### config.mk
export PLATFORM = sky130hd
export DESIGN_NAME = dsp_mac_seq_flat
export DESIGN_NICKNAME = d
export VERILOG_FILES = /design/src/rtl/dsp_mac_seq_if.sv /design/src/rtl/dsp_mac_seq.sv /design/src/flat_wrapper.sv
export SDC_FILE = /design/constraint.sdc
export NUM_CORES = 1
export LEC_CHECK = 0
export BUFFER_PORTS_ARGS = -buffer_cell sky130_fd_sc_hd__buf_2
export CAP_MARGIN = 10
export CORE_MARGIN = 2
export CORE_UTILIZATION = 30
export DETAILED_ROUTE_END_ITERATION = 16
export PLACE_DENSITY = 0.65
export SKIP_CTS_REPAIR_TIMING = 1
export SLEW_MARGIN = 20
export SYNTH_ARGS = -nofsm -noshare
export SYNTH_HDL_FRONTEND = slang
export SYNTH_SLANG_ARGS = --single-unit
### constraint.sdc
create_clock -name clk -period 3.8 [get_ports clk]
set_clock_uncertainty 0.1 [all_clocks]
set_input_delay 0 -clock clk [delete_from_list [all_inputs] [get_ports clk]]
set_output_delay 0 -clock clk [all_outputs]
set_load 0.02 [all_outputs]
### src/rtl/dsp_mac_seq_if.sv
// dsp_mac_seq_if: bundles the sequencer's request, operand stream, DSP48A1 A/B/OPMODE/P and
// result handshake signals.
//   master : the sequencer (dsp_mac_seq)
//   slave  : the environment (data mover + slice + result consumer)
// Signals:
//   start, len[4:0]                  request pulse and vector length
//   busy                             sequencer not idle
//   in_valid, in_ready, in_a, in_b   signed 18-bit operand pair stream
//   dsp_a, dsp_b, dsp_opmode         registered drive into the slice
//   dsp_p                            slice P output
//   res_valid, res_ready, res_data   48-bit signed dot-product result
interface dsp_mac_seq_if;
    logic               start;
    logic [4:0]         len;
    logic               busy;
    logic               in_valid;
    logic               in_ready;
    logic signed [17:0] in_a;
    logic signed [17:0] in_b;
    logic signed [17:0] dsp_a;
    logic signed [17:0] dsp_b;
    logic [7:0]         dsp_opmode;
    logic signed [47:0] dsp_p;
    logic               res_valid;
    logic               res_ready;
    logic signed [47:0] res_data;

    modport master (
        input  start, len, in_valid, in_a, in_b, dsp_p, res_ready,
        output busy, in_ready, dsp_a, dsp_b, dsp_opmode, res_valid, res_data
    );

    modport slave (
        output start, len, in_valid, in_a, in_b, dsp_p, res_ready,
        input  busy, in_ready, dsp_a, dsp_b, dsp_opmode, res_valid, res_data
    );
endinterface

### src/rtl/dsp_mac_seq.sv
// dsp_mac_seq: sequences one DSP48A1 slice (A1REG/B1REG/MREG/PREG/OPMODEREG=1) as a
// dot-product engine. Streams up to 16 signed operand pairs into A/B, issues a per-slot
// OPMODE (first product loads P, later ones accumulate), waits for the slice pipeline to
// drain, then returns P on a valid/ready result port.
// Parameters:
//   LAT       cycles from an operand on dsp_a/dsp_b to its contribution on dsp_p
//   OPM_SKEW  register stages between a slot's operands and its dsp_opmode
// Ports:
//   clk, rst  single clock, asynchronous active-high reset
//   abort     (only when DSP_MAC_ABORT_EN is defined) discard the operation in FEED/DRAIN
//   bus       dsp_mac_seq_if.master: request, operand stream, slice drive, result
// Build option: define DSP_MAC_ABORT_EN to add the abort input.
module dsp_mac_seq #(
    parameter int unsigned LAT      = 3,
    parameter int unsigned OPM_SKEW = 1
) (
    input logic           clk,
    input logic           rst,
`ifdef DSP_MAC_ABORT_EN
    input logic           abort,
`endif
    dsp_mac_seq_if.master bus
);

    typedef enum logic [1:0] {StIdle, StFeed, StDrain, StHold} state_e;

    localparam int unsigned    DrainLen  = LAT + OPM_SKEW;
    localparam int unsigned    DrainW    = $clog2(DrainLen + 1);
    localparam logic [DrainW-1:0] DrainLast = DrainW'(DrainLen - 1);

    localparam logic [7:0] OpmIdle  = 8'h00;  // X=0, Z=0
    localparam logic [7:0] OpmFirst = 8'h01;  // X=M, Z=0: load first product
    localparam logic [7:0] OpmAcc   = 8'h09;  // X=M, Z=P: accumulate

    state_e             state_q;
    logic [4:0]         rem_q;
    logic               issued_q;
    logic [DrainW-1:0]  drain_cnt_q;
    logic               busy_q;
    logic               in_ready_q;
    logic               res_valid_q;
    logic signed [17:0] a_q;
    logic signed [17:0] b_q;
    logic signed [47:0] res_q;
    // [0] is the slot opmode aligned with a_q/b_q; [OPM_SKEW] drives the slice.
    logic [7:0]         opm_pipe_q [OPM_SKEW+1];

    logic       abort_req;
    logic [4:0] len_clamped;
    logic       xfer;

`ifdef DSP_MAC_ABORT_EN
    assign abort_req = abort;
`else
    assign abort_req = 1'b0;
`endif

    assign len_clamped = (bus.len > 5'd16) ? 5'd16 : bus.len;
    assign xfer        = bus.in_valid & in_ready_q;

    always_ff @(posedge clk or posedge rst) begin
        if (rst) begin
            state_q     <= StIdle;
            rem_q       <= '0;
            issued_q    <= 1'b0;
            drain_cnt_q <= '0;
            busy_q      <= 1'b0;
            in_ready_q  <= 1'b0;
            res_valid_q <= 1'b0;
            a_q         <= '0;
            b_q         <= '0;
            res_q       <= '0;
            for (int unsigned i = 0; i <= OPM_SKEW; i++) begin
                opm_pipe_q[i] <= '0;
            end
        end else begin
            for (int unsigned i = 1; i <= OPM_SKEW; i++) begin
                opm_pipe_q[i] <= opm_pipe_q[i-1];
            end
            // Every slot carries zero operands unless an operand is transferred.
            a_q           <= '0;
            b_q           <= '0;
            opm_pipe_q[0] <= OpmIdle;

            case (state_q)
                StIdle: begin
                    if (bus.start) begin
                        busy_q   <= 1'b1;
                        issued_q <= 1'b0;
                        if (len_clamped == 5'd0) begin
                            state_q     <= StHold;
                            res_valid_q <= 1'b1;
                            res_q       <= '0;
                        end else begin
                            state_q    <= StFeed;
                            rem_q      <= len_clamped;
                            in_ready_q <= 1'b1;
                        end
                    end
                end

                StFeed: begin
                    if (abort_req) begin
                        state_q    <= StIdle;
                        busy_q     <= 1'b0;
                        in_ready_q <= 1'b0;
                        rem_q      <= '0;
                        issued_q   <= 1'b0;
                    end else if (xfer) begin
                        a_q           <= bus.in_a;
                        b_q           <= bus.in_b;
                        opm_pipe_q[0] <= issued_q ? OpmAcc : OpmFirst;
                        issued_q      <= 1'b1;
                        rem_q         <= rem_q - 5'd1;
                        if (rem_q == 5'd1) begin
                            in_ready_q  <= 1'b0;
                            drain_cnt_q <= '0;
                            state_q     <= StDrain;
                        end
                    end else begin
                        // Bubble: zero product keeps P once accumulation has started.
                        opm_pipe_q[0] <= issued_q ? OpmAcc : OpmIdle;
                    end
                end

                StDrain: begin
                    if (abort_req) begin
                        state_q     <= StIdle;
                        busy_q      <= 1'b0;
                        issued_q    <= 1'b0;
                        drain_cnt_q <= '0;
                    end else begin
                        opm_pipe_q[0] <= OpmAcc;
                        // Last product lands on dsp_p in the final drain cycle.
                        if (drain_cnt_q == DrainLast) begin
                            res_q       <= bus.dsp_p;
                            res_valid_q <= 1'b1;
                            drain_cnt_q <= '0;
                            state_q     <= StHold;
                        end else begin
                            drain_cnt_q <= drain_cnt_q + 1'b1;
                        end
                    end
                end

                StHold: begin
                    if (bus.res_ready) begin
                        res_valid_q <= 1'b0;
                        busy_q      <= 1'b0;
                        state_q     <= StIdle;
                    end
                end

                default: state_q <= StIdle;
            endcase
        end
    end

    assign bus.busy       = busy_q;
    assign bus.in_ready   = in_ready_q;
    assign bus.dsp_a      = a_q;
    assign bus.dsp_b      = b_q;
    assign bus.dsp_opmode = opm_pipe_q[OPM_SKEW];
    assign bus.res_valid  = res_valid_q;
    assign bus.res_data   = res_q;

endmodule
### src/flat_wrapper.sv
// flat-port wrapper written by rule: the top's interface ports become plain ports
module dsp_mac_seq_flat 
#(
    parameter int unsigned LAT      = 3,
    parameter int unsigned OPM_SKEW = 1
)
  (clk, rst, bus_start, bus_len, bus_in_valid, bus_in_a, bus_in_b, bus_dsp_p, bus_res_ready, bus_busy, bus_in_ready, bus_dsp_a, bus_dsp_b, bus_dsp_opmode, bus_res_valid, bus_res_data);
  dsp_mac_seq_if bus_i ();
  input logic clk;
  input logic rst;
  input wire logic [$bits(bus_i.start)-1:0] bus_start;
  input wire logic [$bits(bus_i.len)-1:0] bus_len;
  input wire logic [$bits(bus_i.in_valid)-1:0] bus_in_valid;
  input wire logic [$bits(bus_i.in_a)-1:0] bus_in_a;
  input wire logic [$bits(bus_i.in_b)-1:0] bus_in_b;
  input wire logic [$bits(bus_i.dsp_p)-1:0] bus_dsp_p;
  input wire logic [$bits(bus_i.res_ready)-1:0] bus_res_ready;
  output wire logic [$bits(bus_i.busy)-1:0] bus_busy;
  output wire logic [$bits(bus_i.in_ready)-1:0] bus_in_ready;
  output wire logic [$bits(bus_i.dsp_a)-1:0] bus_dsp_a;
  output wire logic [$bits(bus_i.dsp_b)-1:0] bus_dsp_b;
  output wire logic [$bits(bus_i.dsp_opmode)-1:0] bus_dsp_opmode;
  output wire logic [$bits(bus_i.res_valid)-1:0] bus_res_valid;
  output wire logic [$bits(bus_i.res_data)-1:0] bus_res_data;
  assign bus_i.start = bus_start;
  assign bus_i.len = bus_len;
  assign bus_i.in_valid = bus_in_valid;
  assign bus_i.in_a = bus_in_a;
  assign bus_i.in_b = bus_in_b;
  assign bus_i.dsp_p = bus_dsp_p;
  assign bus_i.res_ready = bus_res_ready;
  assign bus_busy = bus_i.busy;
  assign bus_in_ready = bus_i.in_ready;
  assign bus_dsp_a = bus_i.dsp_a;
  assign bus_dsp_b = bus_i.dsp_b;
  assign bus_dsp_opmode = bus_i.dsp_opmode;
  assign bus_res_valid = bus_i.res_valid;
  assign bus_res_data = bus_i.res_data;
  dsp_mac_seq #(.LAT(LAT), .OPM_SKEW(OPM_SKEW)) u_core (.clk(clk), .rst(rst), .bus(bus_i));
endmodule
# Word-level counts from Yosys, hierarchy flattened
# Cells that the tools add are included.
[word_totals]
ff_bits = 114
inputBits = 94
[op_classes]
add_sub_neg = 2
n_lt_le_gt_ge = 1
n_eq_ne = 12
n_mux = 43
n_bitwise = 2
reduce_logical = 15
[op_table]
columns = ["operator", "count"]
rows = [
  ["$mux 48", 3],
  ["$pmux 48 s2", 1],
  ["$mux 18", 4],
  ["$mux 5", 4],
  ["$pmux 8 s2", 1],
  ["$reduce_and 5->1", 3],
  ["$mux 2", 6],
  ["$mux 1", 11],
  ["$pmux 5 s2", 1],
  ["$mux 3", 3],
  ["$reduce_and 3->1", 3],
  ["$mux 4", 2],
  ["$mux 8", 1],
  ["$ne 2x1->1 const B", 4],
  ["$pmux 2 s4", 1],
  ["$reduce_and 4->1", 2],
  ["$ne 2x2->1 const B", 3],
  ["$pmux 1 s2", 3],
  ["$pmux 3 s2", 1],
  ["$reduce_bool 2->1", 3],
  ["$eq 5x1->1 const B", 1],
  ["$gt 5x5->1 const B", 1],
  ["$logic_not 5->1", 1],
  ["$sub 5x1->5 const B", 1],
  ["10 further kinds", 11],
]

# Longest topological paths before layout
[logic_depth]
word_depth = 6
mapped_depth = 9
depth_no_buf = 6

# Worst setup path before layout
# Ideal clock, no wire load.
[synth_timing]
path_type = "reg2reg"
from = "register u_core.state_q[0]"
to = "register u_core.res_q[26] (netlist: u_core.bus.res_data[26])"
setup_time_ps = 121
arrival_time_ps = 1725
required_time_ps = 3579
slack_ps = 1854
stages_incl_launch_ff = 10
path_buffers = 3
synth_period_minus_slack_ps = 1946
cell_sequence = "dfrtp_1 -> inv_1 -> ha_1 -> buf_2 -> nor2b_4 -> a21o_1 -> a21o_1 -> buf_6 -> buf_6 -> a22o_1"
[synth_between]
elab_chain_cells = 3
elab_cells_between_ends = 8
cone_classes = "eq/ne: 4; mux: 1; reduce/logical: 3"
[synth_lines]
columns = ["item", "line", "text"]
rows = [
  ["start, declared", "dsp_mac_seq.sv:35", "state_e state_q;"],
  ["start signal, assigned", "dsp_mac_seq.sv:63", "state_q <= StIdle;"],
  ["start signal, assigned", "dsp_mac_seq.sv:91", "state_q <= StHold;"],
  ["start signal, assigned", "dsp_mac_seq.sv:95", "state_q <= StFeed;"],
  ["$eq 2x2->1 or $logic_not 2->1 (tied branches)", "dsp_mac_seq.sv:85", "case (state_q)"],
  ["$ne 2x1->1 (no source line) (tied with other cells)", "n/a", ""],
  ["$reduce_and 4->1 (no source line)", "n/a", ""],
  ["end signal, assigned", "dsp_mac_seq.sv:136", "res_q <= bus.dsp_p;"],
  ["end, declared", "dsp_mac_seq.sv:44", "logic signed [47:0] res_q;"],
]
# Several ways; a longest one is shown, not always the timed one.
# A chain may end at the register's enable or synchronous reset.

# Worst setup path after layout
[layout_timing]
from = "register u_core.state_q[1]"
to = "register u_core.rem_q[0]"
[layout_between]
elab_chain_cells = 3
elab_cells_between_ends = 8
cone_classes = "eq/ne: 4; mux: 1; reduce/logical: 3"
[layout_lines]
columns = ["item", "line", "text"]
rows = [
  ["$eq 2x1->1 or $logic_not 2->1 (tied branches)", "dsp_mac_seq.sv:85", ""],
  ["$ne 2x1->1 (no source line) (tied with other cells)", "n/a", ""],
  ["$reduce_and 4->1 (no source line)", "n/a", ""],
  ["end signal, assigned", "dsp_mac_seq.sv:96", "rem_q <= len_clamped;"],
  ["end signal, assigned", "dsp_mac_seq.sv:114", "rem_q <= rem_q - 5'd1;"],
  ["end, declared", "dsp_mac_seq.sv:36", "logic [4:0] rem_q;"],
]
# Several ways; a longest one is shown, not always the timed one.

==> results.sh <==
export IMPL_fin_crit_ns=2.64
export IMPL_ant_nets=0
export IMPL_start_kind="flop"
export IMPL_final_common_cell="buf_2"
export IMPL_die_width_um=119
export IMPL_io_buffers=182
export IMPL_powerDensity_nw_per_um2=346
export IMPL_synth_avg_cell_area_um2=13.2
export IMPL_synth_cells=301
export IMPL_finalSetupViolCount=0
export IMPL_die_h_um=119
export IMPL_synthDistinctLibCells=42
export IMPL_final_cell_mix="buf_2, dfrtp_1, dlygate4sd3_1"
export IMPL_grt_usage_pct=13.0
export IMPL_crit_path_max_incr_delay_ns=0.62
export IMPL_status="complete, but fails checks"
export IMPL_area_growth_pct=56.1
export IMPL_grt_pass1_wl_um=14600
export IMPL_crit_arrival_ns=2.79
export IMPL_vias=3398
export IMPL_fmax_mhz=379
export IMPL_core_um2=13100
export IMPL_hp_class="in -> reg"
export IMPL_clock_latency_ns=0.34
export IMPL_place_gp_congestion=0.861
export IMPL_synth_seq_cells=102
export IMPL_rsz0062_at_grt="false"
export IMPL_ir_drop_mv=0.193
export IMPL_p_leak_nw=3.38
export IMPL_yosysSeqAreaShare_pct=64.1
export IMPL_first_global_vias=3015
export IMPL_synth_area_um2=3990
export IMPL_drtIter0Drc=168
export IMPL_pre_cts_slack_ns=1.32
export IMPL_worstMarginPinSlew_ns=0.725
export IMPL_remaining_drc_errors=0
export IMPL_critPathRequiredTime_ns=3.95
export IMPL_hold_viol=1
export IMPL_numCtsBuffers=9
export IMPL_antenna_found_initial=1
export IMPL_dp_hpwl_um=6600
export IMPL_fillers=1145
export IMPL_dieArea_um2=14200
export IMPL_min_period_over_period_pct=69.5
export IMPL_core_rowCount=42
export IMPL_cts_num_sinks=102
export IMPL_holdWs_ns=-0.0321
export IMPL_yosysWarnings=0
export IMPL_crit_type="reg -> reg"
export IMPL_start_util_pct=30.5
export IMPL_setup_slack_ns=1.16
export IMPL_first_pass_iters=4
export IMPL_htreeDepth=3
export IMPL_routed_wl_um=10700
export IMPL_vias_per_cell=4.53
export IMPL_maxCapViolCount=0
export IMPL_cts_tree="built"
export IMPL_grt_max_degree=56
export IMPL_n_antenna_cell=0
export IMPL_slew_viol_final=0
export IMPL_wire_per_inst_um=14.3
export IMPL_slew_headroom_pct=51.6
export IMPL_clk_pin_slew_ns=0.06
export IMPL_grt_overflow_total=0
export IMPL_failed_checks="hold timing"
export IMPL_crit_chain="inv_1 > ha_1 > nor2_1 > a211oi_2 > nand4_1 > dlygate4sd3_1 > o211ai_1"
export IMPL_finalSetupTns_ns=0
export IMPL_clock_root_buffer="clkbuf_16"
export IMPL_cts_buffer_depth=2
export IMPL_drive_above_1_share_pct=36.2
export IMPL_path_max_fanout=22
export IMPL_slowest_stage="ha_1"
export IMPL_nets=671
export IMPL_ios=189
export IMPL_end_kind="flop"
==> metrics by stage <==
step                utilization, %  hold slack [ns]  cells  power (mW)  instance area [µm²]
finish                        47.5          -0.0321    750        2.15                 6220
global route                  47.5          0.00737    750        2.25                 6220
CTS                           40.5           -0.320    658        2.12                 5300
detailed placement            38.3           0.0589    643        1.19                 5010
global placement              38.3           0.0491    643        1.19                 5010
floorplan                        -           0.0286    306        1.14                 4000
==> Yosys cell counts, drive strengths merged <==
| cell type | count | area share, % |
|---|---|---|
| nand2 | 5 | 0.47 |
| a21boi | 1 | 0.19 |
| a22o | 48 | 11 |
| o41ai | 2 | 0.44 |
| nor3b | 1 | 0.31 |
| a211oi | 1 | 0.31 |
| mux2i | 4 | 1.0 |
| nand2b | 4 | 0.63 |
| o21ai | 3 | 0.38 |
| and2 | 37 | 5.8 |
| buf | 19 | 3.5 |
| inv | 9 | 0.85 |
| nand3b | 2 | 0.38 |
| o2bb2ai | 1 | 0.22 |
| nor2 | 11 | 1.0 |
| nor3 | 2 | 0.38 |
| nand4 | 2 | 0.31 |
| ha | 7 | 2.2 |
| clkbuf | 6 | 0.57 |
| o21a | 1 | 0.19 |
| or3b | 1 | 0.22 |
| a211o | 1 | 0.22 |
| o211ai | 2 | 0.38 |
| o31ai | 2 | 0.38 |
| a32oi | 2 | 0.44 |
| nand3 | 2 | 0.38 |
| mux2 | 2 | 0.57 |
| a21o | 2 | 0.38 |
| o211a | 1 | 0.25 |
| nor2b | 3 | 0.66 |
| a31oi | 3 | 0.47 |
| conb | 1 | 0.094 |
| dfrtp | 102 | 64 |
| a21oi | 8 | 1.0 |
| a22oi | 2 | 0.38 |
| nor4b | 1 | 0.38 |
==> worst paths after layout <==
path,cells after the start,slack [ns],from,endpoint
worst max-delay path,7,1.16,u_core.state_q[1]$_DFFE_PP0P_,u_core.rem_q[0]$_DFFE_PP0P_
worst min-delay path,4,-0.03,bus_start,u_core.issued_q$_DFFE_PP0P_
worst max register to register,7,1.16,u_core.state_q[1]$_DFFE_PP0P_,u_core.rem_q[0]$_DFFE_PP0P_
worst min register to register,0,0.25,u_core.opm_pipe_q[11]$_DFF_PP0_,u_core.bus.dsp_opmode[3]$_DFF_PP0_
max in group asynchronous,4,2.32,rst,u_core.bus.res_data[46]$_DFFE_PP0P_
min in group asynchronous,3,0.20,rst,u_core.rem_q[1]$_DFFE_PP0P_
==> power breakdown <==
part	internal [mW]	leakage (nW)	switching, mW
Combinational	0.0995	1.84	0.0614
Sequential	1.09	1.40	0.000781
Clock	0.523	0.141	0.379
Total	1.71	3.38	0.441
==> cells by family (layout without fill, tap and decap cells) <==
logic type | after synthesis | in the layout | share of synthesized area [%]
compound gates | 80 | 80 | 16.2
fa+ha+maj | 7 | 7 | 2.20
flops | 102 | 102 | 64.1
other cells | 1 | 6 | 0.0941
simple gates | 71 | 71 | 11.0
buf+inv | 34 | 302 | 4.96
mux | 6 | 6 | 1.57
==> routing by layer <==
layer / wire length [µm] / GRT usage (%)
met5: 0 / 0
met4: 246 / 6.62
met3: 958 / 4.89
met2: 5120 / 19.9
met1: 4380 / 15.9
==> layout make-up <==
cell class              count  area (µm²)  share of cell area, %
clock inverters             4        47.5                  0.764
inverters                   9        36.3                  0.583
clock buffers              11         243                   3.90
flip-flops and latches    102        2550                   41.0
multi-input cells         170        1260                   20.3
well taps                 176         220                   3.54
repair buffers            278        1860                   29.9
==> critical path: cells and delay by family, from the launching register on <==
family,cells,cell delay [ns]
simple gates,2,0.26
fa+ha+maj,1,0.62
flops,1,0.42
compound gates,2,0.49
buf+inv,2,0.66
==> flip-flops by register name, summed over array words and instances, names as in the netlist, 2 cells and up <==
name                   count
u_core.state_q             2
u_core.opm_pipe_q          2
u_core.drain_cnt_q         3
u_core.bus.dsp_opmode      2
u_core.bus.dsp_a          18
u_core.bus.dsp_b          18
u_core.rem_q               5
u_core.bus.res_data       48
No activity file was read; power rests on OpenSTA's default activity.
